<file path="src/rtl/tdm_demux_1t4_pkg.sv">
// Shared slot and state encodings for the 4-lane TDM demultiplexer and its
// matching serializer.
package tdm_demux_1t4_pkg;

   localparam logic [1:0] SLOT_A = 2'b00;
   localparam logic [1:0] SLOT_B = 2'b01;
   localparam logic [1:0] SLOT_C = 2'b10;
   localparam logic [1:0] SLOT_D = 2'b11;

   localparam logic [0:0] ST_IDLE = 1'b0;
   localparam logic [0:0] ST_RECV = 1'b1;

endpackage

</file>
<file path="src/rtl/tdm_demux_1t4_slot_ctr.sv">
// 2-bit slot counter: clear to slot A, load to slot B on a frame start,
// otherwise step by one when enabled.
module tdm_slot_ctr
   import tdm_demux_1t4_pkg::*;
(
   input  logic       clk,
   input  logic       rst,
   input  logic       load,
   input  logic       clr,
   input  logic       inc,
   output logic [1:0] q
);

   always_ff @(posedge clk) begin
      if (rst || clr) begin
         q <= SLOT_A;
      end else if (load) begin
         q <= SLOT_B;
      end else if (inc) begin
         q <= q + 2'd1;
      end
   end

endmodule

</file>
<file path="src/rtl/tdm_demux_1t4.sv">
// Receive side of the 4:1 TDM path: rebuilds lanes A..D from a slot-ordered
// word stream framed by Sync on slot 0.
module tdm_demux_1t4
   import tdm_demux_1t4_pkg::*;
#(
   parameter int W = 1
) (
   input  logic         clk,
   input  logic         rst,
   input  logic [W-1:0] Din,
   input  logic         Valid,
   input  logic         Sync,
   output logic [W-1:0] A,
   output logic [W-1:0] B,
   output logic [W-1:0] C,
   output logic [W-1:0] D,
   output logic         Frame_valid,
   output logic [1:0]   Sel,
   output logic         Err
);

   // Handshake: a word is consumed on every edge where Valid=1; there is no
   // back-pressure. Sync is ignored unless Valid=1.
   logic [0:0]   state;
   logic [W-1:0] s0, s1, s2;
   logic         ctr_load, ctr_clr, ctr_inc;
   logic [1:0]   slot;

   assign Sel = slot;

   // An early Sync restarts the frame, so a load is valid in either state.
   always_comb begin
      ctr_load = Valid & Sync;
      ctr_clr  = 1'b0;
      ctr_inc  = 1'b0;
      if (state == ST_RECV && Valid && !Sync) begin
         if (slot == SLOT_D) ctr_clr = 1'b1;
         else                ctr_inc = 1'b1;
      end
   end

   tdm_slot_ctr u_slot_ctr (
      .clk  (clk),
      .rst  (rst),
      .load (ctr_load),
      .clr  (ctr_clr),
      .inc  (ctr_inc),
      .q    (slot)
   );

   always_ff @(posedge clk) begin
      if (rst) begin
         state       <= ST_IDLE;
         s0          <= '0;
         s1          <= '0;
         s2          <= '0;
         A           <= '0;
         B           <= '0;
         C           <= '0;
         D           <= '0;
         Frame_valid <= 1'b0;
         Err         <= 1'b0;
      end else begin
         Frame_valid <= 1'b0;
         Err         <= 1'b0;
         case (state)
            ST_IDLE: begin
               if (Valid && Sync) begin
                  s0    <= Din;
                  state <= ST_RECV;
               end
            end
            ST_RECV: begin
               if (Valid) begin
                  if (Sync) begin
                     Err <= 1'b1;
                     s0  <= Din;
                  end else begin
                     case (slot)
                        SLOT_B: s1 <= Din;
                        SLOT_C: s2 <= Din;
                        SLOT_D: begin
                           A           <= s0;
                           B           <= s1;
                           C           <= s2;
                           D           <= Din;
                           Frame_valid <= 1'b1;
                           state       <= ST_IDLE;
                        end
                        default: ;
                     endcase
                  end
               end
            end
            default: state <= ST_IDLE;
         endcase
      end
   end

endmodule

</file>
<file path="config.mk">
export PLATFORM = sky130hd
export DESIGN_NAME = tdm_demux_1t4
export DESIGN_NICKNAME = d
export VERILOG_FILES = /design/src/rtl/tdm_demux_1t4_pkg.sv /design/src/rtl/tdm_demux_1t4_slot_ctr.sv /design/src/rtl/tdm_demux_1t4.sv
export SDC_FILE = /design/constraint.sdc
export NUM_CORES = 1
export LEC_CHECK = 0
export CORE_AREA = 5 5 42 44
export DETAILED_ROUTE_END_ITERATION = 6
export DIE_AREA = 0 0 47 49
export SLEW_MARGIN = 15
export SYNTH_ARGS = -nofsm -noshare
export SYNTH_HDL_FRONTEND = slang
export SYNTH_HIERARCHICAL = 1
export SYNTH_SLANG_ARGS = --single-unit
</file>
<file path="constraint.sdc">
create_clock -name clk -period 4.2 [get_ports clk]
set_clock_uncertainty 0.15 [all_clocks]
set_input_delay 1.26 -clock clk [delete_from_list [all_inputs] [get_ports clk]]
set_output_delay 1.26 -clock clk [all_outputs]
set_load 0.01 [all_outputs]
</file>
==> impl_results.md, run 1 <==
- Status: finished clean
- Initial DRC Count: 11
- Via Count: 414
- Mapped Cells: 53
- Max-cap violations: 0
- Critical path class: reg2out
- Max-slew violations: 0
- Final wirelength: 959 um
- Actual slew at the worst max-slew pin: 0.447 ns
- Share of cells above drive strength 1: 10.3%
- Synth top area cells: dfxtp_1 (48%), nand2b_1 (5.0%), nor2b_1 (5.0%)
- Post-Syn Nets: 58
- Synth Area in Compound Gates: 17.3%
- Largest net degree at the start of global routing: 15
- Synth warn: 6
- Sequential cell area fraction in the yosys report: 47.5%
- Most used DFF post-synth: dfxtp_1
- Count of state elements after synthesis: 12
- Residual DRC: 0
- Total CTS buffers: 3
- Setup_tns: 0 ns
- Post-synthesis xor/xnor area fraction: 1.73%
- Cell type with the largest total area after synthesis: dfxtp_1
- Hold/Removal Path Class: reg2reg
- RSZ-0062 raised after global routing: false
- Mux cell area share after synthesis: 3.96%
- DR pass1 iterations: 4
- Register clock-pin slew on the reported worst setup and hold paths: 0.08 ns
- Die Area: 2300 um2
- Post-route minimum period: 2.73 ns
- VDD IR max: 0.000164 V
- WHS: 0.323 ns
- CP endpoint kind: output port
- Synthesized area: 505 um2
- I/O Buffers: 12
- CP peak stage delay: 0.59 ns
- Max stage delay cell, worst path: clkdlybuf4s50_1
- IO Count: 13
- Initial Utilization: 36.1%
- Critical Path RT: 2.79 ns
- Mean post-synth cell area: 9.54 um2
- ANT cells: 0
- Adder-cell share of the synthesized area: 0%
- NumNets Final: 74
- Buffer count from post-CTS setup fixing: 0
- Hold depth: 2
- Largest family of logic cells by synthesized area: simple AND/OR/NAND/NOR gates
- Fin crit share: 65.0%
- CTS sink count: 12
- Most frequent cells in the layout: dfxtp_1 (12), clkdlybuf4s50_1 (12)
- Fmax: 366 MHz
- Detail Route Antenna Nets: 0
- Die Height: 49 um
- Vias in the first global route: 407
- Antenna violations before repair: 0
- Reg2reg path depth: 4
- # resized after CTS: 0
- Gr usage total: 9.89%
- Pwr per Cell Area: 335 nW/um2
- # H-tree levels: 1
- CTS root buffer: clkbuf_4
- Clock latency on the worst-skew pair: 0.27 ns
- Critical Path AT: 1.32 ns
- Slew headroom: 70.1%
- Top delay family on crit path: buffers and inverters
- Crit start category: flip-flop
- CP Cell Sequence: clkdlybuf4s50_1
- Post-synth cell types: 21
- Die Wd: 47 um
- Row count: 14
- CTS max path bufs: 2
- Crit path depth: 1
- Total grt overflow: 0
- DP HPWL: 724 um
- Area share of the largest cell type after synthesis: 47.5%
- Final setup violation count: 0
- Hold-fix buffers, CTS: 0
- Post-synth EDFFs: 0
- CP max FO: 8
- Fillers: 145
- Core ar.: 1400 um2
- Synthesis-to-finish area growth: 34.2%
- Worst Path Buf+Inv: 1
- Hold Violations, Final: 0
- Drt wl/cell: 11.4 um
- CTS tree: done
- Leakage: 0.260 nW
- Async S/R FF share, synth: 0%
- Post-synthesis simple-gate area fraction: 27.2%
- Via/cell ratio: 4.93
- First-pass GRT wire length: 1.73 mm
- GPL Wtd Cong: 0.696
-- area by class of cell --
class / count / area, um2 / area share (%)
Clock buffer: 4 / 36.3 / 5.35
Sequential cell: 12 / 240 / 35.4
Tap cell: 16 / 20.0 / 2.95
Multi-Input combinational cell: 38 / 254 / 37.5
Inverter: 2 / 7.51 / 1.11
Timing Repair Buffer: 12 / 120 / 17.7
-- Yosys cell counts (2+ instances only) --
master / instances
dfxtp_1: 12
o21ai_1: 4
nor2_1: 2
nor3b_1: 3
nor2b_1: 4
o21ai_0: 4
inv_1: 2
nand2b_1: 4
a21oi_1: 3
mux2i_1: 2
nand2_1: 3
-- cells by family after synthesis --
family / count (synthesis)
AO/OA/AOI/OAI: 14
XOR/XNOR: 1
buffers and inverters: 3
flip-flops: 12
multiplexers: 2
AND/OR/NAND/NOR: 21
-- state kept, by name (all words and copies together), names as in the netlist --
signal and flops:
s0 1, B 1, Frame_valid 1, A 1, s1 1, s2 1
state 1, Err 1, C 1, u_slot_ctr/q 2, D 1
-- worst register-to-register path: stages, from the launching register on --
cell and delay (ns):
dfxtp_1 0.39, nand3b_4 0.13, a21oi_1 0.27, nand3b_1 0.14, a2111oi_2 0.36
-- layer usage --
metal / share of wire, % / GRT usage, % / routed length (um) / vias to the layer above
li1: - / - / - / 214
met1: 49 / 14.7 / 469 / 189
met2: 43 / 12.9 / 408 / 9
met3: 7.3 / 2.95 / 70 / 2
met4: 1.0 / 4.15 / 10 / 0
met5: 0 / 0 / 0 / -
-- final timing paths --
path	slack (ns)	start	end
worst min register to register	0.32	s0	s0
worst max register to register	2.66	state	u_slot_ctr/q[1]
worst min-delay path	0.32	s0	s0
worst max-delay path	1.47	u_slot_ctr/q[0]	Sel[0]
-- report_power, final --
part	total, mW	internal, mW	switching, mW
Combinational	0.0167	0.00901	0.00769
Clock	0.0917	0.0526	0.0391
Sequential	0.119	0.116	0.00279
Total	0.227	0.177	0.0496
-- metrics by stage --
stage               area, um2  std cells  utilization (%)  power, mW  setup WS [ns]
floorplan                 505         53                -      0.129           1.86
global route              678         84             48.4      0.238           1.40
finish                    678         84             48.4      0.227           1.47
detailed placement        642         80             45.8      0.138           1.21
CTS                       678         84             48.4      0.229           1.45
global placement          642         80             45.8      0.138           1.28
(Power assumes the default switching activity.)
==> run 2, diff against run 1 <==
--- a/config.mk
+++ b/config.mk
@@ -8,6 +8,7 @@
 export CORE_AREA = 5 5 42 44
 export DETAILED_ROUTE_END_ITERATION = 6
 export DIE_AREA = 0 0 47 49
+export PLACE_DENSITY = 0.67
 export SLEW_MARGIN = 15
 export SYNTH_ARGS = -nofsm -noshare
 export SYNTH_HDL_FRONTEND = slang
==> constraint.sdc (replaced) <==
create_clock -name clk -period 2.3 [get_ports clk]
set_clock_uncertainty 0.15 [all_clocks]
set_input_delay 0.69 -clock clk [delete_from_list [all_inputs] [get_ports clk]]
set_output_delay 0.69 -clock clk [all_outputs]
set_load 0.01 [all_outputs]
==> run 2 against run 1 <==
Hold slack got worse by 0.0088 ns. Global-route usage increased by 0.057 points. Largest power group unchanged. Sequential share of layout area decreased by 0.83 points. Total power increased by 66%.
==> impl_results.md, run 2 (synthesis gave the netlist of run 1 again) <==
- CTS root buffer: clkbuf_4
- Core ar.: 1400 um2 (unchanged)
- Max-cap violations: 0 (unchanged)
- Worst hold start: s0
- Antenna violations before repair: 0 (unchanged)
- Fmax: 461 MHz
- NumNets Final: 78 (+5.4%)
- Total grt overflow: 0 (unchanged)
- Residual DRC: 0 (unchanged)
- GPL Wtd Cong: 0.717 (+3.1%)
- Vias in the first global route: 345 (-15%)
- # H-tree levels: 1 (unchanged)
- Max stage delay cell, worst path: clkdlybuf4s50_1
- CTS max path bufs: 2 (unchanged)
- Initial DRC Count: 5 (-6)
- Overall power: 0.378 mW (+66%)
- Net Sw Frac: 22.6% (+0.76 points)
- Setup_tns: 0 ns (unchanged)
- VDD IR max: 0.000278 V (+70%)
- Critical path class: reg2out
- WHS: 0.314 ns (-0.00877 ns)
- Reg2reg start: u_slot_ctr/q[0]
- Switching power: 0.0854 mW (+72%)
- Buffer count from post-CTS setup fixing: 0 (unchanged)
- Initial Utilization: 36.1% (unchanged)
- Gr usage total: 9.95% (+0.057 points)
- Sequential power share: 57.4% (+5.1 points)
- Status: finished clean
- Max reg flops: 2 (unchanged)
- IO Count: 13 (unchanged)
- Critical Path RT: 1.46 ns (-1.33 ns)
- CP startpoint: u_slot_ctr/q[0]
- First-pass GRT wire length: 1.61 mm (-7.2%)
- Power share of the combinational group: 9.2% (+1.8 points)
- Hold-fix buffers, CTS: 0 (unchanged)
- Reg2reg setup slack: 0.84 ns (-1.82 ns)
- Pwr per Cell Area: 544 nW/um2 (+63%)
- Hold depth: 2 (unchanged)
- Design area: 694 um2 (+2.4%)
- DR pass1 iterations: 4 (unchanged)
- Drt wl/cell: 11.3 um (-1.1%)
- Reg area: 240 um2 (unchanged)
- Most frequent cells in the layout: dfxtp_1 (12), clkdlybuf4s50_1 (12)
- Synthesis-to-finish area growth: 37.4%
- Clock latency on the worst-skew pair: 0.28 ns (about the same)
- Fin crit share: 94.4%
- CP endpoint kind: output port
- CP peak stage delay: 0.59 ns (about the same)
- Post-Layout Cell Count: 87 (+3.6%)
- Hold/Removal Path Class: reg2reg
- Critical Path AT: 1.33 ns (about the same)
- Register clock-pin slew on the reported worst setup and hold paths: 0.07 ns (about the same)
- Post-route minimum period: 2.17 ns
- CP max FO: 8 (unchanged)
- Slew headroom: 80.4% (+10 points)
- Cells after DPL: 84 (+5.0%)
- Share of cells above drive strength 1: 14.1% (+3.8 points)
- Die Area: 2300 um2 (unchanged)
- DP HPWL: 743 um (+2.6%)
- P_int: 0.293 mW (+65%)
- Worst slack, placed: 0.0409 ns (-1.17 ns)
- Die Height: 49 um (unchanged)
- CTS tree: done
- CTS sink count: 12 (unchanged)
- Detail Route Antenna Nets: 0 (unchanged)
- Largest Register: u_slot_ctr/q
- Total CTS buffers: 3 (unchanged)
- Row count: 14 (unchanged)
- Fillers: 150 (+3.4%)
- Largest net degree at the start of global routing: 10 (-5)
- Clock share of power: 33.4% (-7.0 points)
- Finished Core Util: 49.6% (+1.2 points)
- ANT cells: 0 (unchanged)
- Hold Violations, Final: 0 (unchanged)
- Reg2Reg Capture Point: u_slot_ctr/q[1]
- # resized after CTS: 0 (unchanged)
- Hold EP: A
- Setup ws final: 0.129 ns (-1.34 ns)
- Crit start category: flip-flop
- Top delay family on crit path: buffers and inverters
- Via/cell ratio: 4.83 (-2.0%)
- Actual slew at the worst max-slew pin: 0.294 ns (-0.153 ns)
- Post-DP Area: 672 um2 (+4.7%)
- Via Count: 420 (+1.4%)
- Reg2reg path depth: 4 (unchanged)
- Final wirelength: 982 um (+2.4%)
- Max-slew violations: 0 (unchanged)
- Final setup violation count: 0 (unchanged)
- Worst Path Buf+Inv: 1 (unchanged)
- Die Wd: 47 um (unchanged)
- Multi-input gate area: 254 um2 (unchanged)
- Leakage: 0.272 nW (+4.9%)
- I/O Buffers: 12 (unchanged)
- RSZ-0062 raised after global routing: false
- CP Cell Sequence: clkdlybuf4s50_1
## run 2: cell count changes in the layout (fill, tap and decap cells not counted), sizes merged
cell    delta
buf        +4
clkbuf     -1
## run 2: power by group through the flow
stage / combinational, mW / clock (mW) / sequential [mW]
3_5_place_dp: 0.0348 / 0 / 0.222
3_3_place_gp: 0.0348 / 0 / 0.222
2_1_floorplan: 0.0139 / 0 / 0.222
6_report: 0.0349 / 0.126 / 0.217
5_1_grt: 0.0378 / 0.149 / 0.217
4_1_cts: 0.0350 / 0.134 / 0.217
## run 2: area by class of cell
cell class                      count  share of cell area [%]
Clock buffer                        3                    3.24
Inverter                            2                    1.08
Multi-Input combinational cell     38                    36.6
Sequential cell                    12                    34.6
Tap cell                           16                    2.88
Timing Repair Buffer               16                    21.6
## run 2: worst max path at each step
stage | endpoint | cells after the start
6_report | Sel[0] | 1
5_1_grt | Sel[0] | 1
4_1_cts | Sel[0] | 1
3_5_place_dp | u_slot_ctr/q[1] | 6
3_3_place_gp | u_slot_ctr/q[1] | 6
2_1_floorplan | u_slot_ctr/q[1] | 4
## run 2: routing by layer
metal / GRT usage, % / wire length, um
met2: 11.5 / 415
met5: 0 / 0
met3: 6.27 / 88
met4: 5.53 / 17
met1: 13.5 / 460
